### src/rtl/sseg_word_display.sv
// sseg_word_display: pops 32-bit words from a FWFT buffer and shows each as 8 hex digits
// on a multiplexed common-anode display for a fixed hold time.
module sseg_word_display #(
  parameter int REFRESH_DIV = 100000,
  parameter int HOLD_CYCLES = 100000000
) (
  input  logic        clk,
  input  logic        n_rst,
  input  logic        write_ready,
  input  logic [31:0] writeback,
  output logic        read_en,
  output logic [7:0]  SSEG_AN,
  output logic [7:0]  SSEG_CA,
  output logic        busy
);
  localparam int HW = $clog2(HOLD_CYCLES);
  localparam int RW = $clog2(REFRESH_DIV);
  // full cathode bytes for hex 0..F, digit 0 in the low byte
  localparam logic [127:0] HEX = {8'h8E, 8'h86, 8'hA1, 8'hC6, 8'h83, 8'h88, 8'h90, 8'h80,
                                  8'hF8, 8'h82, 8'h92, 8'h99, 8'hB0, 8'hA4, 8'hF9, 8'hC0};
  typedef enum logic {IDLE, HOLD} state_t;
  state_t          state, state_nx;
  logic [HW-1:0]   hold_cnt, hold_nx;
  logic [RW-1:0]   refresh_cnt;
  logic [2:0]      digit_idx;
  logic [31:0]     disp_word;
  logic            shown;
  logic [3:0]      nib;
  logic            refresh_wrap;
  always_comb begin
    read_en  = n_rst & write_ready & (state == IDLE | (state == HOLD & hold_cnt == '0));
    state_nx = read_en ? HOLD : (state == HOLD && hold_cnt == '0) ? IDLE : state;
    hold_nx  = read_en ? HW'(HOLD_CYCLES - 1) : (state == HOLD && hold_cnt != '0) ? hold_cnt - 1'b1 : hold_cnt;
    nib          = disp_word[{digit_idx, 2'b00} +: 4];
    refresh_wrap = refresh_cnt == RW'(REFRESH_DIV - 1);
  end
  assign busy = state == HOLD;
  always_ff @(posedge clk or negedge n_rst) begin
    if (!n_rst) begin
      state       <= IDLE;
      hold_cnt    <= '0;
      disp_word   <= '0;
      shown       <= 1'b0;
      refresh_cnt <= '0;
      digit_idx   <= '0;
      SSEG_AN     <= 8'hFF;
      SSEG_CA     <= 8'hFF;
    end else begin
      state       <= state_nx;
      hold_cnt    <= hold_nx;
      disp_word   <= read_en ? writeback : disp_word;
      shown       <= shown | read_en;
      refresh_cnt <= refresh_wrap ? '0 : refresh_cnt + 1'b1;
      digit_idx   <= refresh_wrap ? digit_idx + 1'b1 : digit_idx;
      SSEG_AN     <= shown ? ~(8'b1 << digit_idx) : 8'hFF;
      SSEG_CA     <= shown ? HEX[{nib, 3'b000} +: 8] : 8'hFF;
    end
  end
endmodule

### config.mk
export PLATFORM = sky130hd
export DESIGN_NAME = sseg_word_display
export DESIGN_NICKNAME = d
export VERILOG_FILES = /design/src/rtl/sseg_word_display.sv
export SDC_FILE = /design/constraint.sdc
export NUM_CORES = 1
export LEC_CHECK = 0
export BUFFER_PORTS_ARGS = -buffer_cell sky130_fd_sc_hd__buf_2
export CORE_AREA = 10 10 142 157
export CTS_CLUSTER_DIAMETER = 30
export CTS_CLUSTER_SIZE = 8
export DETAILED_ROUTE_END_ITERATION = 16
export DIE_AREA = 0 0 152 167
export SYNTH_ARGS = -nofsm -noshare
export SYNTH_HDL_FRONTEND = slang
export SYNTH_SLANG_ARGS = --single-unit
### constraint.sdc
create_clock -name clk -period 2.5 [get_ports clk]
set_clock_uncertainty 0.1 [all_clocks]
set_input_delay 0.125 -clock clk [delete_from_list [all_inputs] [get_ports clk]]
set_output_delay 0.125 -clock clk [all_outputs]
set_load 0.1 [all_outputs]
* After elaboration in Yosys (flattened, before gate mapping)
Cells that the tools add are included.
** Storage, ports and cells
- Register bits :: 97
- Output and inout bits :: 18
- Input port bits :: 35
- Logic and storage cells :: 35
** Cells by class
- Mux-type cells :: 7
- Add/sub/neg operators :: 3
- Bitwise gates (word level) :: 7
- Eq/ne operators :: 1
- Reductions and logical operators :: 6
- Shift-type cells :: 3
** Operators with widths (count)
- 128-bit by 8-bit variable part select with 8-bit output (first input constant) :: 1
- 27-bit two-way mux :: 2
- 32-bit by 6-bit variable part select with 4-bit output :: 1
- 27-bit zero test :: 1
- 27-bit nonzero test :: 1
- 27-bit by 1-bit subtractor with 27-bit output (second input constant) :: 1
- 17-bit by 1-bit adder with 17-bit output (second input constant) :: 1
- 17-bit == test (second input constant) :: 1
- 17-bit two-way mux :: 1
- 8-bit two-way mux :: 2
- 8-bit inverter :: 1
- 1-bit by 3-bit << shifter with 8-bit output (first input constant) :: 1
- 2-bit nonzero test :: 2
- 3-bit by 1-bit adder with 3-bit output (second input constant) :: 1
- 1-bit bitwise AND :: 3
- 1-bit logical AND :: 2
- 1-bit two-way mux :: 2
- 1-bit bitwise OR :: 2
- 1-bit inverter :: 1

* Logic depth before layout (Yosys ltp)
- Depth in word-level cells :: 5
- Gate-level depth with buffers :: 9
- Gate-level depth less buffers :: 8

* Worst setup path after synthesis
Ideal clock, no wire load.
- Kind :: register -> register
- Start point :: register hold_cnt[0]
- End point :: register hold_cnt[8]
- Data arrival time :: 3036 ps
- Path buffers :: 1
- Required time :: 2222 ps
- Path slack :: -814 ps
- Stages on the path, launching flop included :: 9
- Library setup time :: 178 ps
- Period minus slack after synthesis :: 3314 ps
- Path through :: dfrtp_1 inv_1 ha_1 or4b_2 nor4b_1 a21oi_1 clkinv_1 buf_1 nor2_1
** On the way
- Cells in the longest elaborated chain, start to end :: 5
- Elaborated cells between the ends (all ways) :: 10
- Classes of those cells :: add/sub: 1; mux: 2; bitwise: 3; reduce/logical: 4
** Ends and longest elaborated chain
- start: declaration :: line 23 : logic [HW-1:0] hold_cnt, hold_nx;
- start signal: assignment :: line 50 : hold_cnt <= hold_nx;
- 27-bit zero test (*) :: line 31 : read_en = n_rst & write_ready & (state == IDLE | (state == HOLD & hold_cnt == '0));
- 1-bit bitwise AND (*) :: line 31
- 1-bit bitwise OR (*) :: line 31
- 1-bit bitwise AND (*) :: line 31
- named net read_en :: line 11 : output logic read_en,
- 27-bit two-way mux / 2-bit nonzero test (equally long branches)
The timed path passes the listed nets; every way through them passes the cells marked *. The select of a mux whose other input is x is not followed.
A chain may end at the register's enable or synchronous reset.

* Final worst setup path
- Start point :: register hold_cnt[2]
- End point :: register hold_cnt[21]
** On the way
- Cells in the longest elaborated chain, start to end :: 5
- Elaborated cells between the ends (all ways) :: 10
- Classes of those cells :: add/sub: 1; mux: 2; bitwise: 3; reduce/logical: 4
** Ends and longest elaborated chain
- branches (longest 5 deep; another with 27-bit by 1-bit subtractor with 27-bit output)
Several ways; the timed one is not identified. The select of a mux whose other input is x is not followed.

==> results.txt <==
Status - finished with violations
Failing checks - negative setup slack
Initial Util - 24.6%
Worst EP required - 2.69 ns
Critical path class - register to register
Worst Setup End Kind - register
Commonest non-fill, non-tap cell in the layout - nand2_1
Syn avg cell area - 9.90 um2
Static leakage - 2.85 nW
Max-cap viol count - 0
Final Hold Violating Endpoints - 0
DR vias - 3747
# nets final - 651
HP Class - input pin to register
Std-Cell Rows - 53
Hold WS - 0.0808 ns
Seq cells post-synth - 96
DIE AREA - 25400 um2
Setup slack, reg-to-reg - -0.04 ns
Commonest non-fill, non-tap cells in the layout - nand2_1 (123), dfrtp_1 (80), buf_4 (52), buf_2 (49), dlygate4sd3_1 (33)
Antenna violations before repair - 0
PD cells - 702 nW/um2
Clock Latency Late Sink - 0.35 ns
FF/Latch Area - 2420 um2
CTS Buf Count - 9
Post-route minimum period - 2.54 ns
Distinct cells, synth - 52
FF-to-FF End - hold_cnt[21]
Detailed Routing Iterations Pass 1 - 4
Final WL - 11.7 mm
Core area - 19000 um2
Period utilization - 102%
Placed standard-cell area - 5600 um2
CP Launch Type - register
Routability cong. - 0.826
R2r worst-path depth - 5
Final non-filler cell total - 853
Number of synthesized flops with an enable pin - 0
Final setup margin - -0.0428 ns
Final core utilization - 33.6%
Synth Instances - 471
Largest net degree at the start of global routing - 59
WHS Path Cells - 4
ANT cells - 0
RR Startpoint - hold_cnt[2]
Number of global-route vias before repair - 3835
Post-route cell area - 6370 um2
CP Max Fanout - 6
DR iter-0 viols - 202
Post-route setup TNS - -0.0428 ns
Placed Instances - 798
Sequential area share after synthesis - 51.9%
Cell area after synthesis - 4660 um2
Max rail drop VDD - 716 uV
RSZ-0062 raised after global routing - true
GR Overflow Total - 0
Crit path from - hold_cnt[2]
Synth-to-layout area growth - 36.6%
Port bufs - 51
Crit path DAT - 2.73 ns
FMAX - 393 MHz
Filler Cell Count - 1981
Post-synthesis async set-or-reset flop share - 100%
Die Height - 167 um
Primary FF master, synth - dfrtp_1
Synth warn - 0
CTS clock-pin slew for the worst setup and hold paths - 0.07 ns
Setup crit end - hold_cnt[21]
Slew headroom - 49.5%
First-pass GRT wire length - 19.5 mm
# DRC - 0
Io pins - 53
Syn_nets - 521
Total Routing Usage GR - 9.37%
ANT nets after route - 0
Setup Slack @ Placement - -0.0630 ns
Fraction of layout cells with a size suffix above 1 - 27.7%
Sink Count - 96
Area taken by multi-input logic gates - 2180 um2
Clock buffer depth - 2
Worst-margin pin slew - 0.757 ns
Total power - 4.47 mW
Routed len/inst - 13.7 um
Pins Over Slew Limit - 0
Detailed Place HPWL - 8.47 mm
Root Driver - clkbuf_16
Setup-failing EPs final - 1
Die W - 152 um
H-tree Lvls - 3
Vias per cell - 4.39
CTS tree - done
[critical path, stage by stage (launching register included)]
cell	delay, ns
dfrtp_1	0.39
or4_4	0.56
or3_4	0.40
or4b_4	0.53
or4_1	0.41
nand3_1	0.09
[sequential cells by signal, indices dropped and copies added, names as in the netlist]
register	flops
hold_cnt	27
disp_word	32
digit_idx	3
SSEG_CA	7
refresh_cnt	17
shown	1
SSEG_AN	8
busy	1
[cell families after synthesis]
group,synth area share [%]
AO/OA/AOI/OAI,6.26
other,0.0805
AND/OR/NAND/NOR,24.2
buffers and inverters,2.95
multiplexers,5.61
adder cells (fa/ha/maj),4.03
flip-flops,51.9
XOR/XNOR,4.89
[final cells by class]
cell class                      count  share of cell area [%]
Sequential cell                    96                    38.0
Inverter                           12                   0.786
Multi-Input combinational cell    340                    34.3
Clock inverter                      6                    1.30
Tap cell                          247                    4.85
Timing Repair Buffer              142                    17.0
Clock buffer                       10                    3.75
[Yosys cell counts (2+ instances only)]
cell type	instances	area, um2
a211o_1	4	35.0
a21oi_1	6	30.0
and3_1	6	37.5
and4_1	2	17.5
buf_1	3	11.3
buf_2	2	10.0
clkbuf_1	17	63.8
dfrtp_1	81	2030
dfstp_2	15	394
ha_1	15	188
inv_1	11	41.3
mux2i_1	7	70.1
mux4_2	8	180
nand2_1	123	462
nand2b_1	5	31.3
nand3_1	21	105
nand4_1	6	37.5
nand4b_1	4	35.0
nor2_1	25	93.8
nor2b_1	3	18.8
nor3_1	14	70.1
nor4_1	8	50.1
o211a_1	3	30.0
o211ai_1	2	15.0
o21ai_0	15	75.1
o311ai_0	2	17.5
o31ai_1	2	15.0
or3_1	6	37.5
or4_1	8	60.1
xnor2_1	12	105
xor2_1	14	123
[worst min path at each step]
stage | from | slack [ns] | end
global placement | n_rst | 0.13 | hold_cnt[26]
detailed placement | n_rst | 0.14 | hold_cnt[26]
floorplan | n_rst | -0.27 | busy
finish | write_ready | 0.08 | hold_cnt[12]
CTS | write_ready | 0.1 | hold_cnt[9]
global route | write_ready | 0.12 | hold_cnt[12]
[what timing repair did]
item                       CTS  global route
gates resized for setup      9            12
hold buffers                33             0
setup endpoints to repair   31            33
hold endpoints to repair    56             0
setup buffers                4             3
pin swaps                    3            13
[per-layer routing]
layer	routed length, um	vias to the layer above	track usage [%]
li1	-	1881	-
met2	5550	65	14.9
met4	216	0	3.77
met3	511	12	2.40
met5	0	-	0
met1	5400	1789	11.8
[power by group]
part           switching, mW  total, mW  internal [mW]  leakage, nW
clock network          0.605       1.50          0.899        0.158
registers              0.108       1.89           1.78         1.14
logic                  0.674       1.08          0.406         1.55
total                   1.39       4.47           3.08         2.85
Note: power is estimated with default switching activity, not from simulation.
